[src/rtl/pwm_audio_pkg.sv]
// rtl/pwm_audio_pkg.sv - shared constants and helpers for the PWM audio in/out blocks
// Default sample width, frame-end constant and saturate-to-width helper.
package pwm_audio_pkg;

  localparam int DEFAULT_WIDTH = 8;
  localparam int SAT_MAXW      = 16;
  localparam int EXTW          = SAT_MAXW + 1;
  localparam int FRAME_END     = (1 << DEFAULT_WIDTH) - 1;

  // Largest value representable in w bits, i.e. the last frame_cnt value.
  function automatic logic [SAT_MAXW-1:0] frame_end_of(input int w);
    logic [EXTW-1:0] lim;
    lim = (EXTW'(1) << w) - EXTW'(1);
    return lim[SAT_MAXW-1:0];
  endfunction

  function automatic logic [SAT_MAXW-1:0] sat_to_width(input logic [EXTW-1:0] a, input int w);
    logic [EXTW-1:0] lim;
    lim = (EXTW'(1) << w) - EXTW'(1);
    return (a > lim) ? lim[SAT_MAXW-1:0] : a[SAT_MAXW-1:0];
  endfunction

endpackage

[src/rtl/pwm_duty_counter.sv]
// rtl/pwm_duty_counter.sv - per-channel high-cycle accumulator and saturated sample register
// Optional 2-flop input synchronizer under PWM_IN_SYNC_EN.
module pwm_duty_counter
  import pwm_audio_pkg::*;
#(
  parameter int WIDTH = DEFAULT_WIDTH
) (
  input  logic             clk,
  input  logic             aclr,
  input  logic             pwm_in,
  input  logic             frame_end,
  output logic [WIDTH-1:0] sample
);

  logic w_bit;

`ifdef PWM_IN_SYNC_EN
  logic [1:0] r_sync;

  always_ff @(posedge clk) begin
    if (!aclr) r_sync <= '0;
    else       r_sync <= {r_sync[0], pwm_in};
  end

  assign w_bit = r_sync[1];
`else
  assign w_bit = pwm_in;
`endif

  logic [WIDTH:0]    r_acc;
  logic [WIDTH-1:0]  r_sample;
  logic [WIDTH:0]    w_acc_final;
  logic [SAT_MAXW-1:0] w_sat;
  logic              w_unused_sat;

  // The frame-end cycle's own input bit is folded in before saturating.
  assign w_acc_final  = r_acc + {{WIDTH{1'b0}}, w_bit};
  assign w_sat        = sat_to_width({{(SAT_MAXW-WIDTH){1'b0}}, w_acc_final}, WIDTH);
  assign w_unused_sat = |w_sat[SAT_MAXW-1:WIDTH];

  always_ff @(posedge clk) begin
    if (!aclr) begin
      r_acc    <= '0;
      r_sample <= '0;
    end else if (frame_end) begin
      r_acc    <= '0;
      r_sample <= w_sat[WIDTH-1:0];
    end else if (w_bit) begin
      r_acc    <= r_acc + (WIDTH+1)'(1);
    end
  end

  assign sample = r_sample;

endmodule

[src/rtl/pwm_audio_stereo_in.sv]
// rtl/pwm_audio_stereo_in.sv - stereo PWM duty capture with valid/ready sample output
// Define PWM_IN_SYNC_EN to add a 2-flop synchronizer on each PWM input.
module pwm_audio_stereo_in
  import pwm_audio_pkg::*;
#(
  parameter int WIDTH = DEFAULT_WIDTH
) (
  input  logic             clk,
  input  logic             aclr,
  input  logic             left,
  input  logic             right,
  output logic [WIDTH-1:0] left_sample,
  output logic [WIDTH-1:0] right_sample,
  output logic             sample_valid,
  input  logic             sample_ready,
  output logic             overrun
);

  logic [WIDTH-1:0] r_frame_cnt;
  logic             r_valid;
  logic             r_overrun;
  logic             w_frame_end;

  assign w_frame_end = ({{(SAT_MAXW-WIDTH){1'b0}}, r_frame_cnt} == frame_end_of(WIDTH));

  // A new frame always wins over a handshake; overrun only if the old pair was not taken.
  always_ff @(posedge clk) begin
    if (!aclr) begin
      r_frame_cnt <= '0;
      r_valid     <= 1'b0;
      r_overrun   <= 1'b0;
    end else begin
      r_frame_cnt <= r_frame_cnt + WIDTH'(1);
      if (w_frame_end) begin
        r_valid <= 1'b1;
        if (r_valid && !sample_ready) r_overrun <= 1'b1;
      end else if (r_valid && sample_ready) begin
        r_valid <= 1'b0;
      end
    end
  end

  pwm_duty_counter #(.WIDTH(WIDTH)) u_left (
    .clk       (clk),
    .aclr      (aclr),
    .pwm_in    (left),
    .frame_end (w_frame_end),
    .sample    (left_sample)
  );

  pwm_duty_counter #(.WIDTH(WIDTH)) u_right (
    .clk       (clk),
    .aclr      (aclr),
    .pwm_in    (right),
    .frame_end (w_frame_end),
    .sample    (right_sample)
  );

  assign sample_valid = r_valid;
  assign overrun      = r_overrun;

endmodule

[config.mk]
export PLATFORM = sky130hd
export DESIGN_NAME = pwm_audio_stereo_in
export DESIGN_NICKNAME = d
export VERILOG_FILES = /design/src/rtl/pwm_audio_pkg.sv /design/src/rtl/pwm_duty_counter.sv /design/src/rtl/pwm_audio_stereo_in.sv
export SDC_FILE = /design/constraint.sdc
export NUM_CORES = 1
export LEC_CHECK = 0
export ABC_AREA = 1
export BUFFER_PORTS_ARGS = -buffer_cell sky130_fd_sc_hd__clkbuf_2
export CORE_ASPECT_RATIO = 0.5
export CORE_MARGIN = 2
export CORE_UTILIZATION = 50
export CTS_CLUSTER_DIAMETER = 80
export CTS_CLUSTER_SIZE = 8
export DETAILED_ROUTE_END_ITERATION = 8
export GPL_ROUTABILITY_DRIVEN = 0
export PLACE_DENSITY = 0.77
export SKIP_CTS_REPAIR_TIMING = 1
export SYNTH_ARGS = -nofsm -noshare
export SYNTH_HDL_FRONTEND = slang
export SYNTH_HIERARCHICAL = 1
export SYNTH_SLANG_ARGS = --single-unit
[constraint.sdc]
create_clock -name clk -period 2.1 [get_ports clk]
set_input_delay 0.21 -clock clk [delete_from_list [all_inputs] [get_ports clk]]
set_output_delay 0.21 -clock clk [all_outputs]
set_load 0.02 [all_outputs]
* Word level (Yosys, flattened, before mapping)
Cells that the tools add are included.
Widths: inputs -> output; s select.
** Storage, ports and cells
- Register bits :: 44
- Input port bits :: 5
- Output and inout port bits :: 18
- Logic and storage cells :: 26
** Cells by class
- Add/sub/neg operators :: 5
- $lt $le $gt $ge :: 2
- Equality and inequality tests :: 1
- Multiplexer cells :: 4
- Bitwise logic cells :: 1
- Reductions and logical operators :: 6
** Operators with widths (count)
- $add 9x1->9 :: 2
- $add 9x1->9 const B :: 2
- $gt 9x8->1 const B :: 2
- $mux 8 :: 2
- $add 8x1->8 const B :: 1
- $eq 8x8->1 const B :: 1
- $logic_and 1x1->1 :: 2
- $mux 1 :: 2
- $reduce_and 2->1 :: 1
- $reduce_bool 2->1 :: 1
- $reduce_or 2->1 :: 1
- $logic_not 1->1 :: 1
- $not 1->1 :: 1

* Longest topological paths before layout
Gate-level depths: netlist of run 1.
- Depth in word-level cells :: 3
- Depth in mapped cells :: 10
- Depth with buffers taken out :: 9

* By module
The synthesis of run 1 kept the hierarchy.
** By module, submodules not included
- pwm_duty_counter :: times used 2, cells an instance 128, area an instance 908.4 µm², sequential area each 340.3 µm²
- pwm_audio_stereo_in :: times used 1, cells an instance 59, area an instance 437.9 µm², sequential area each 200.2 µm²

* Worst setup path after synthesis of run 1
OpenSTA, ideal clock, no wires.
- Path type :: register to register
- Start point :: reg r_frame_cnt[0]
- End point :: reg u_left.r_sample[0] (netlist: u_left/sample[0])
- Library setup time :: 0.113 ns
- Arrival :: 1.524 ns
- Required time :: 1.987 ns
- Path slack :: 0.463 ns
- Stages on the path, launching flop included :: 10
- Path buffers :: 0
- Period minus slack after synthesis :: 1.637 ns
- Cells stage by stage :: dfxtp_1 -> ha_1 -> nand2_2 -> nor2_4 -> nand2_1 -> inv_1 -> inv_1 -> or2_2 -> o21ai_1 -> inv_1
** Between the ends
- Word-level cells in the longest chain between the ends :: 1
** Ends and longest elaborated chain
- start, declared :: line pwm_audio_stereo_in.sv:19 : logic [WIDTH-1:0] r_frame_cnt;
- start signal, assigned :: line pwm_audio_stereo_in.sv:33 : r_frame_cnt <= r_frame_cnt + WIDTH'(1);
- $eq 8x8->1 :: line pwm_audio_stereo_in.sv:24 : assign w_frame_end = ({{(SAT_MAXW-WIDTH){1'b0}}, r_frame_cnt} == frame_end_of(WIDTH));
- via w_frame_end :: line pwm_audio_stereo_in.sv:22 : logic w_frame_end;
- end signal, assigned :: line pwm_duty_counter.sv:47 : r_sample <= w_sat[WIDTH-1:0];
- end, declared :: line pwm_duty_counter.sv:31 : logic [WIDTH-1:0] r_sample;
The timed path passes the listed nets, and every way through them passes these cells.
A chain may end at the register's enable or synchronous reset.

* Worst setup path in the final report of run 1
- Start point :: reg r_frame_cnt[0]
- End point :: reg u_right.r_acc[4]
** Between the ends
- Word-level cells in the longest chain between the ends :: 2
** Ends and longest elaborated chain
- $eq 8x8->1 :: line pwm_audio_stereo_in.sv:24
- via w_frame_end :: line pwm_audio_stereo_in.sv:22
- $reduce_or 2->1 (no source line)
- end signal, assigned :: line pwm_duty_counter.sv:49 : r_acc <= r_acc + (WIDTH+1)'(1);
- end, declared :: line pwm_duty_counter.sv:30 : logic [WIDTH:0] r_acc;
The timed path passes the listed nets, and every way through them passes these cells.

==> run_results.csv, run 1 <==
group,metric,value,unit
status,status,"complete, no violations",
die,initial_utilization,0.517,
worst_setup_path,worstSetupStartpointType,"flip-flop",
sta,fin_skew,0.00678,ns
die,ios,23,
cells_and_area,fin_util,0.591,
die,rows,17,
job,max_cap_violations,0,
cts,clk_latency,0.30,ns
sta,drv_slew,0,
pwr,p_leak,1.05,nW
cts,cts_sinks,44,
cts,h-tree-depth,2,
cts,clock_path_buffers,2,
worst_setup_path,rr_endpoint,"u_right/r_acc[4]",
pwr,p_per_area,632,nW/um^2
grt,gr-usage-all-layers,0.195,
synthesis,syn_avg_cell_area,7.16,sq um
synthesis,ys_seq_area_frac,0.391,
grt,grt_pass1_vias,1857,
sta,rsz0062_at_grt,"no",
die,die_area,5100,sq um
placement,io_buffer_count,22,
placement,hpwl,3.30,mm
synthesis,synth_cell_types,22,
synthesis,synth_edf_count,0,
cells_and_area,fin_nets,357,
cts,root_buffer,"clkbuf_8",
min_path,hp-class,"input pin to flip-flop",
grt,antenna_found_initial,0,
routing,first_iter_violations,61,
synthesis,synth_nets,327,
synthesis,syn_inst,315,
min_path,hold_depth,2,
die,die_y,51.5,um
sta,setup_ws,0.276,ns
routing,drt-pass1-iter-count,4,
cells_and_area,area_growth,14.2,%
die,design.core.area,4360,sq um
synthesis,synth_seq_cells,44,
sta,finalCritPeriodShare,0.869,
worst_setup_path,r2r-start,"r_frame_cnt[0]",
routing,ant_nets,0,
worst_setup_path,rr_worst_depth,10,
cts,cts_made_buffers,5,
cells_and_area,antenna-diode-count,0,
cts,cts_tree,"yes",
routing,drt-total-wl,4.42,mm
cells_and_area,drive_above_1_share,0.231,
die,die_w,99.0,um
worst_setup_path,cp_data_required_time,2.35,ns
min_path,min_to,"u_right/r_acc[1]",
worst_setup_path,critical_path_class,"flip-flop to flip-flop",
routing,drc,0,
sta,period_needed,1.82,ns
placement,pre_cts_ws,0.309,ns
worst_setup_path,endpoint_kind,"flip-flop",
worst_setup_path,r2r_setup_slack,0.28,ns
cells_and_area,final_common_cell,"nor2_1",
synthesis,synth_area,2250,sq um
routing,vias,1997,
pwr,ir_drop,0.000327,V
routing,wl_per_cell,11.0,um
grt,grt_pass1_wl,7.83,mm
grt,grt_max_degree,19,
min_path,hold_path.startpoint,"right",
synthesis,synthArstFlopShare,0,
sta,tightest_slew,0.316,ns
sta,timing.hold.ws,0.194,ns
sta,maxSlewHeadroom,0.790,
routing,vias_per_cell,4.96,
sta,setup_viol,0,
synthesis,synth_warnings,6,
cts,cts.clk_slew.worst_paths,0.08,ns
grt,gr-total-overflow,0,
sta,fin_tns_setup,0,ns
sta,timing.fmax,548,MHz
worst_setup_path,crit_arrival,2.07,ns
sta,hold_viol_final,0,
synthesis,ys.flop_type,"dfxtp_1",
worst_setup_path,cp_max_fo,13,
cells_and_area,layout_common_cells,"49 x nor2_1, 48 x nand2_1, 44 x dfxtp_1",
## Yosys cell counts (6+ instances only)
master | count | area [sq um]
nor2_1 | 49 | 184
nand2_1 | 48 | 180
dfxtp_1 | 44 | 881
inv_1 | 40 | 150
o21ai_0 | 24 | 120
a21oi_1 | 19 | 95.1
nand3_1 | 18 | 90.1
nor2_2 | 12 | 75.1
nand2_2 | 9 | 56.3
ha_1 | 7 | 87.6
a21oi_2 | 6 | 52.6
nor2_4 | 6 | 67.6
o21ai_1 | 6 | 30.0
## logic make-up after synthesis
family | synth area share
flops | 0.391
compound gates | 0.148
simple gates | 0.337
buf+inv | 0.0777
fa+ha+maj | 0.0388
xor+xnor | 0.00777
## stage by stage
stage / power (mW) / cells / cell area [sq um]
6_report: 1.63 / 403 / 2570
5_1_grt: 1.71 / 403 / 2570
3_5_place_dp: 0.943 / 395 / 2450
4_1_cts: 1.65 / 403 / 2570
3_3_place_gp: 0.940 / 395 / 2450
2_1_floorplan: 0.920 / 315 / 2250
## state kept, by name, summed over array words and instances (netlist names)
name / flops
sample_valid: 1
r_frame_cnt: 8
u_left/sample: 8
u_right/r_acc: 9
overrun: 1
u_right/sample: 8
u_left/r_acc: 9
## routing by layer
| metal | vias up | global-route usage | share of wire |
|---|---|---|---|
| met5 | - | 0 | 0 |
| met3 | 9 | 0.0520 | 0.042 |
| met2 | 38 | 0.334 | 0.49 |
| li1 | 1064 | - | - |
| met4 | 0 | 0.107 | 0.020 |
| met1 | 886 | 0.226 | 0.45 |
## critical path, cell delays in order (launching register included)
cell and delay, ns:
dfxtp_1 0.34, ha_1 0.23, nand2_2 0.14, nor2_4 0.05, nand2_1 0.10, inv_1 0.10
buf_4 0.19, nor2_2 0.25, inv_1 0.12, a21oi_1 0.13, o21a_1 0.12
## report_power, final
group / switching, mW / total [mW] / internal [mW] / leakage, nW
clock: 0.284 / 0.704 / 0.420 / 0.0645
combinational: 0.0409 / 0.0644 / 0.0235 / 0.634
sequential: 0.0144 / 0.860 / 0.846 / 0.356
total: 0.340 / 1.63 / 1.29 / 1.05
## area by class of cell
| type | instances | area, sq um |
|---|---|---|
| clock buffers | 7 | 96.3 |
| clock inverters | 1 | 30.0 |
| fillers | 398 | 1790 |
| inverters | 44 | 165 |
| multi-input cells | 225 | 1200 |
| flip-flops and latches | 44 | 881 |
| well taps | 57 | 71.3 |
| repair buffers | 25 | 133 |
## worst max-delay path by stage
stage | cells after the start | slack, ns | to | start
4_1_cts | 10 | 0.27 | u_right/r_acc[4] | r_frame_cnt[0]
6_report | 10 | 0.28 | u_right/r_acc[4] | r_frame_cnt[0]
5_1_grt | 10 | 0.13 | u_right/r_acc[4] | r_frame_cnt[0]
3_3_place_gp | 10 | 0.42 | u_right/r_acc[4] | r_frame_cnt[0]
3_5_place_dp | 10 | 0.31 | u_right/r_acc[4] | r_frame_cnt[0]
2_1_floorplan | 9 | 0.46 | u_left/sample[0] | r_frame_cnt[0]
(Power assumes the default switching activity.)
==> inputs of run 2 (changes only) <==
--- a/config.mk
+++ b/config.mk
@@ -5,16 +5,14 @@
 export SDC_FILE = /design/constraint.sdc
 export NUM_CORES = 1
 export LEC_CHECK = 0
-export ABC_AREA = 1
 export BUFFER_PORTS_ARGS = -buffer_cell sky130_fd_sc_hd__clkbuf_2
-export CORE_ASPECT_RATIO = 0.5
 export CORE_MARGIN = 2
 export CORE_UTILIZATION = 50
 export CTS_CLUSTER_DIAMETER = 80
 export CTS_CLUSTER_SIZE = 8
 export DETAILED_ROUTE_END_ITERATION = 8
 export GPL_ROUTABILITY_DRIVEN = 0
-export PLACE_DENSITY = 0.77
+export PLACE_DENSITY = 0.78
 export SKIP_CTS_REPAIR_TIMING = 1
 export SYNTH_ARGS = -nofsm -noshare
 export SYNTH_HDL_FRONTEND = slang
==> run_results.csv, run 2 <==
group,metric,value,unit
status,status,"complete, no violations",
routing,vias_per_cell,5.34,
cts,cts_sinks,44,
pwr,p_leak,0.839,nW
sta,setup_viol,0,
placement,io_buffer_count,22,
die,ios,23,
synthesis,yosys.area.top_type,"dfxtp_1",
worst_setup_path,endpoint_kind,"flip-flop",
job,max_cap_violations,0,
cts,clk_latency,0.30,ns
die,die_area,4560,sq um
worst_setup_path,worstSetupStartpointType,"flip-flop",
min_path,min_to,"sample_valid",
worst_setup_path,r2r_setup_slack,0.20,ns
synthesis,synth_warnings,6,
sta,finalCritPeriodShare,0.906,
worst_setup_path,cp_max_fo,22,
cts,clock_path_buffers,2,
synthesis,syn_avg_cell_area,9.44,sq um
routing,drt-total-wl,3.65,mm
synthesis,ys_seq_area_frac,0.436,
die,die_w,67.6,um
synthesis,synth_edf_count,0,
pwr,p_switching,0.339,mW
pwr,p_comb_frac,0.044,
routing,first_iter_violations,105,
pwr,ir_drop,0.000362,V
pwr,p_int,1.23,mW
grt,antenna_found_initial,0,
cts,h-tree-depth,2,
cts,cts_tree,"yes",
cells_and_area,final_common_cell,"dfxtp_1",
cts,cts.clk_slew.worst_paths,0.09,ns
cells_and_area,post-route-cell-area,2230,sq um
worst_setup_path,critical_path_class,"flip-flop to flip-flop",
routing,vias,1511,
synthesis,synth_area,2020,sq um
min_path,hold_path.startpoint,"sample_ready",
pwr,p_per_area,705,nW/um^2
synthesis,synth.area.top_cells,"dfxtp_1 44%, a21oi_2 6.9%, o21ai_0 6.9%, xnor2_1 5.2%, xor2_1 4.8%",
routing,drt-pass1-iter-count,4,
synthesis,synth_common_cells,"44 x dfxtp_1, 28 x o21ai_0, 16 x a21oi_2, 16 x nor2_1",
sta,fin_tns_setup,0,ns
sta,timing.fmax,525,MHz
sta,fin_skew,0.00753,ns
worst_setup_path,rr_worst_depth,5,
worst_setup_path,rr_endpoint,"u_right/sample[1]",
routing,ant_nets,0,
sta,drv_slew,0,
routing,wl_per_cell,12.9,um
placement,hpwl,2.48,mm
min_path,hold_depth,3,
cells_and_area,drive_above_1_share,0.227,
sta,period_needed,1.90,ns
synthesis,synth_cell_types,30,
pwr,pwr-share-clk,0.406,
grt,grt_pass1_wl,6.00,mm
die,rows,23,
pwr,pwr-share-seq,0.550,
sta,tightest_slew,0.454,ns
grt,grt_pass1_vias,1322,
cts,cts_made_buffers,5,
worst_setup_path,cp_data_required_time,2.27,ns
cells_and_area,reg_top3,"u_left/r_acc: 9 flops, u_right/r_acc: 9 flops",
pwr,power,1.57,mW
synthesis,synth_nets,226,
cells_and_area,fin_util,0.565,
synthesis,synthArstFlopShare,0,
synthesis,syn_inst,214,
cells_and_area,layout_common_cells,"44 x dfxtp_1, 28 x o21ai_0, 22 x clkbuf_2",
grt,gr-total-overflow,0,
worst_setup_path,r2r-start,"r_frame_cnt[0]",
sta,maxSlewHeadroom,0.698,
die,design.core.area,3940,sq um
cells_and_area,fin_nets,244,
min_path,hp-class,"input pin to flip-flop",
sta,hold_viol_final,0,
synthesis,yosysMostFrequentCell,"dfxtp_1",
synthesis,ys.flop_type,"dfxtp_1",
sta,rsz0062_at_grt,"no",
grt,grt_max_degree,31,
cells_and_area,antenna-diode-count,0,
synthesis,synth_seq_cells,44,
routing,drc,0,
cells_and_area,area_growth,10.2,%
cts,root_buffer,"clkbuf_8",
synthesis,synth_top_area_frac,0.436,
grt,gr-usage-all-layers,0.174,
pwr,switching_share,0.216,
die,initial_utilization,0.512,
worst_setup_path,crit_arrival,2.08,ns
placement,placed_area,2120,sq um
die,die_y,67.6,um
## run 2: stage by stage
step	hold WS, ns	std cells	setup WS [ns]
2_1_floorplan	0.358	214	0.458
3_3_place_gp	0.451	275	0.274
3_5_place_dp	0.459	275	0.210
4_1_cts	0.233	283	0.192
5_1_grt	0.249	283	0.0508
6_report	0.238	283	0.196
## run 2: worst max path at each step
stage	from	endpoint	slack, ns	depth (start not counted)
3_3_place_gp	r_frame_cnt[0]	u_left/sample[0]	0.27	5
4_1_cts	r_frame_cnt[0]	u_right/sample[1]	0.19	5
3_5_place_dp	r_frame_cnt[0]	u_right/sample[1]	0.21	5
5_1_grt	r_frame_cnt[0]	u_left/sample[4]	0.05	5
2_1_floorplan	u_left/r_acc[0]	u_left/sample[0]	0.46	7
6_report	r_frame_cnt[0]	u_right/sample[1]	0.20	5
## run 2: critical path: stages, from the launching register on
cell,delay [ns]
dfxtp_1,0.38
ha_1,0.21
and4_2,0.24
and4_4,0.37
and3_1,0.47
a21oi_2,0.10
## run 2: logic make-up (layout without fill, tap and decap cells)
| logic type | after synthesis | after routing | synth area share |
|---|---|---|---|
| AND/OR/NAND/NOR | 66 | 66 | 0.188 |
| AO/OA/AOI/OAI | 56 | 56 | 0.174 |
| flip-flops | 44 | 44 | 0.436 |
| XOR/XNOR | 23 | 23 | 0.0998 |
| buffers and inverters | 15 | 34 | 0.0440 |
| adder cells (fa/ha/maj) | 7 | 7 | 0.0434 |
| multiplexers | 3 | 3 | 0.0149 |
## run 2: cell type report
class	instances	area [sq um]
clock buffer	6	72.6
clock inverter	2	35.0
fill	351	1720
inverter	4	15.0
multi-input combinational	155	1050
sequential	44	881
tap	50	62.6
timing repair buffer	22	110
## run 2: per-layer routing
metal / part of all wire / up-vias / wire [um] / global-route usage
met2: 0.45 / 26 / 1660 / 0.277
li1: - / 784 / - / -
met3: 0.040 / 2 / 145 / 0.0683
met4: 0.0060 / 0 / 22 / 0.0408
met1: 0.50 / 699 / 1820 / 0.222
met5: 0 / - / 0 / 0
## run 2: power by group through the flow
| stage | Sequential [mW] | Combinational, mW | Clock [mW] |
|---|---|---|---|
| floorplan | 0.878 | 0.0488 | 0 |
| global placement | 0.881 | 0.0650 | 0 |
| detailed placement | 0.882 | 0.0666 | 0 |
| CTS | 0.862 | 0.0689 | 0.651 |
| global route | 0.865 | 0.0789 | 0.686 |
| finish | 0.862 | 0.0686 | 0.637 |
==> inputs of run 3 (changes only) <==
--- a/config.mk
+++ b/config.mk
@@ -5,6 +5,7 @@
 export SDC_FILE = /design/constraint.sdc
 export NUM_CORES = 1
 export LEC_CHECK = 0
+export ABC_AREA = 1
 export BUFFER_PORTS_ARGS = -buffer_cell sky130_fd_sc_hd__clkbuf_2
 export CORE_MARGIN = 2
 export CORE_UTILIZATION = 50
@@ -12,7 +13,7 @@
 export CTS_CLUSTER_SIZE = 8
 export DETAILED_ROUTE_END_ITERATION = 8
 export GPL_ROUTABILITY_DRIVEN = 0
-export PLACE_DENSITY = 0.78
+export PLACE_DENSITY = 0.77
 export SKIP_CTS_REPAIR_TIMING = 1
 export SYNTH_ARGS = -nofsm -noshare
 export SYNTH_HDL_FRONTEND = slang
==> run_results.csv, run 3 (synthesis results as in run 1) <==
group,metric,value,unit
cts,cts.clk_slew.worst_paths,0.09,ns
routing,wl_per_cell,11.3,um
die,die_w,71.2,um
cells_and_area,fill_cells,413,
cells_and_area,area_growth,12.3,%
sta,tightest_slew,0.309,ns
grt,gr-total-overflow,0,
cells_and_area,fin_util,0.582,
sta,setup_viol,0,
sta,fin_skew,0.0132,ns
sta,finalCritPeriodShare,0.890,
die,ios,23,
routing,drc,0,
routing,wl_met1,2.09,mm
die,initial_utilization,0.518,
routing,ant_nets,0,
die,die_y,71.2,um
sta,fin_tns_setup,0,ns
sta,timing.fmax,535,MHz
grt,gr-usage-all-layers,0.192,
placement,io_buffer_count,22,
routing,vias,2004,
grt,grt_pass1_wl,7.70,mm
routing,wl_met3,218,um
cts,h-tree-depth,2,
grt,grt_max_degree,19,
cells_and_area,final_common_cell,"nor2_1",
pwr,ir_drop,0.000397,V
status,status,"complete, no violations",
cells_and_area,fin_nets,356,
worst_setup_path,endpoint_kind,"flip-flop",
die,design.core.area,4350,sq um
pwr,power,1.50,mW
sta,maxSlewHeadroom,0.794,
routing,vias_per_cell,5.05,
worst_setup_path,critical_path_class,"flip-flop to flip-flop",
cts,cts_sinks,44,
worst_setup_path,worstSetupStartpointType,"flip-flop",
job,max_cap_violations,0,
worst_setup_path,cp_max_fo,13,
routing,first_iter_violations,118,
routing,drt-total-wl,4.50,mm
cts,clk_latency,0.31,ns
cts,cts_tree,"yes",
sta,drv_slew,0,
die,rows,24,
sta,hold_viol_final,0,
worst_setup_path,cp_data_required_time,2.36,ns
cells_and_area,layout_common_cells,"49 x nor2_1, 48 x nand2_1, 44 x dfxtp_1",
sta,timing.hold.ws,0.200,ns
grt,grt_pass1_vias,1794,
cells_and_area,reg_top3,"u_left/r_acc: 9 flops, u_right/r_acc: 9 flops",
cts,clock_path_buffers,2,
min_path,hp-class,"input pin to flip-flop",
pwr,p_leak,1.03,nW
sta,period_needed,1.87,ns
cts,cts_made_buffers,5,
cells_and_area,ff_latch_area,881,sq um
placement,hpwl,3.38,mm
cells_and_area,multi_input_area,1200,sq um
die,die_area,5060,sq um
routing,highest_layer,"met4",
grt,antenna_found_initial,0,
routing,wl_met2,2.12,mm
pwr,p_per_area,592,nW/um^2
worst_setup_path,crit_arrival,2.13,ns
sta,rsz0062_at_grt,"no",
routing,drt-pass1-iter-count,4,
cells_and_area,drive_above_1_share,0.229,
cells_and_area,antenna-diode-count,0,
cts,root_buffer,"clkbuf_8",
-- run 3: cell count changes in the layout (fill, tap and decap cells not counted), sizes merged, moves of 3 or more --
cell    before  now
nor2        16   67
nand2        9   59
inv          4   44
nand3        6   22
or3         12    0
xnor2       12    0
nand4        9    0
xor2        11    2
and2         5    0
nor3         0    4
or2          0    4
mux2i        3    0
nand2b       3    0
-- run 3: path summary, 6_finish.rpt --
kind,from,endpoint,slack [ns],depth (start not counted)
setup / recovery,r_frame_cnt[0],u_left/r_acc[4],0.23,10
hold / removal,left,u_left/r_acc[1],0.20,2
setup reg to reg,r_frame_cnt[0],u_left/r_acc[4],0.23,10
hold reg to reg,r_frame_cnt[0],r_frame_cnt[0],0.47,1
-- run 3: where the power goes --
group          internal (mW)  switching (mW)
clock                  0.267           0.307
sequential             0.846          0.0145
combinational         0.0244          0.0419
-- run 3: area by class of cell --
| type | count | share of cell area |
|---|---|---|
| Sequential cell | 44 | 0.348 |
| Inverter | 44 | 0.0652 |
| Multi-Input combinational cell | 225 | 0.473 |
| Tap cell | 52 | 0.0257 |
| Clock buffer | 6 | 0.0326 |
| Timing Repair Buffer | 24 | 0.0494 |
| Clock inverter | 2 | 0.00593 |
-- run 3: metrics by stage --
stage          instance area, sq um  setup WS (ns)  std cells
3_3_place_gp                   2430          0.330        389
3_5_place_dp                   2430          0.265        389
5_1_grt                        2530        0.00696        397
4_1_cts                        2530          0.233        397
2_1_floorplan                  2250          0.463        315
6_report                       2530          0.231        397
-- run 3: per-layer routing --
metal / vias up / track usage
li1: 1065 / -
met1: 897 / 0.236
met2: 37 / 0.319
met3: 5 / 0.0541
met4: 0 / 0.0692
met5: - / 0
-- run 3: critical path: stages, from the launching register on --
cell and delay [ns]:
dfxtp_1 0.34, ha_1 0.22, nand2_2 0.13, nor2_4 0.05, nand2_1 0.10, inv_1 0.14
buf_4 0.21, nor2_2 0.26, inv_1 0.12, a21oi_1 0.13, o21a_1 0.12
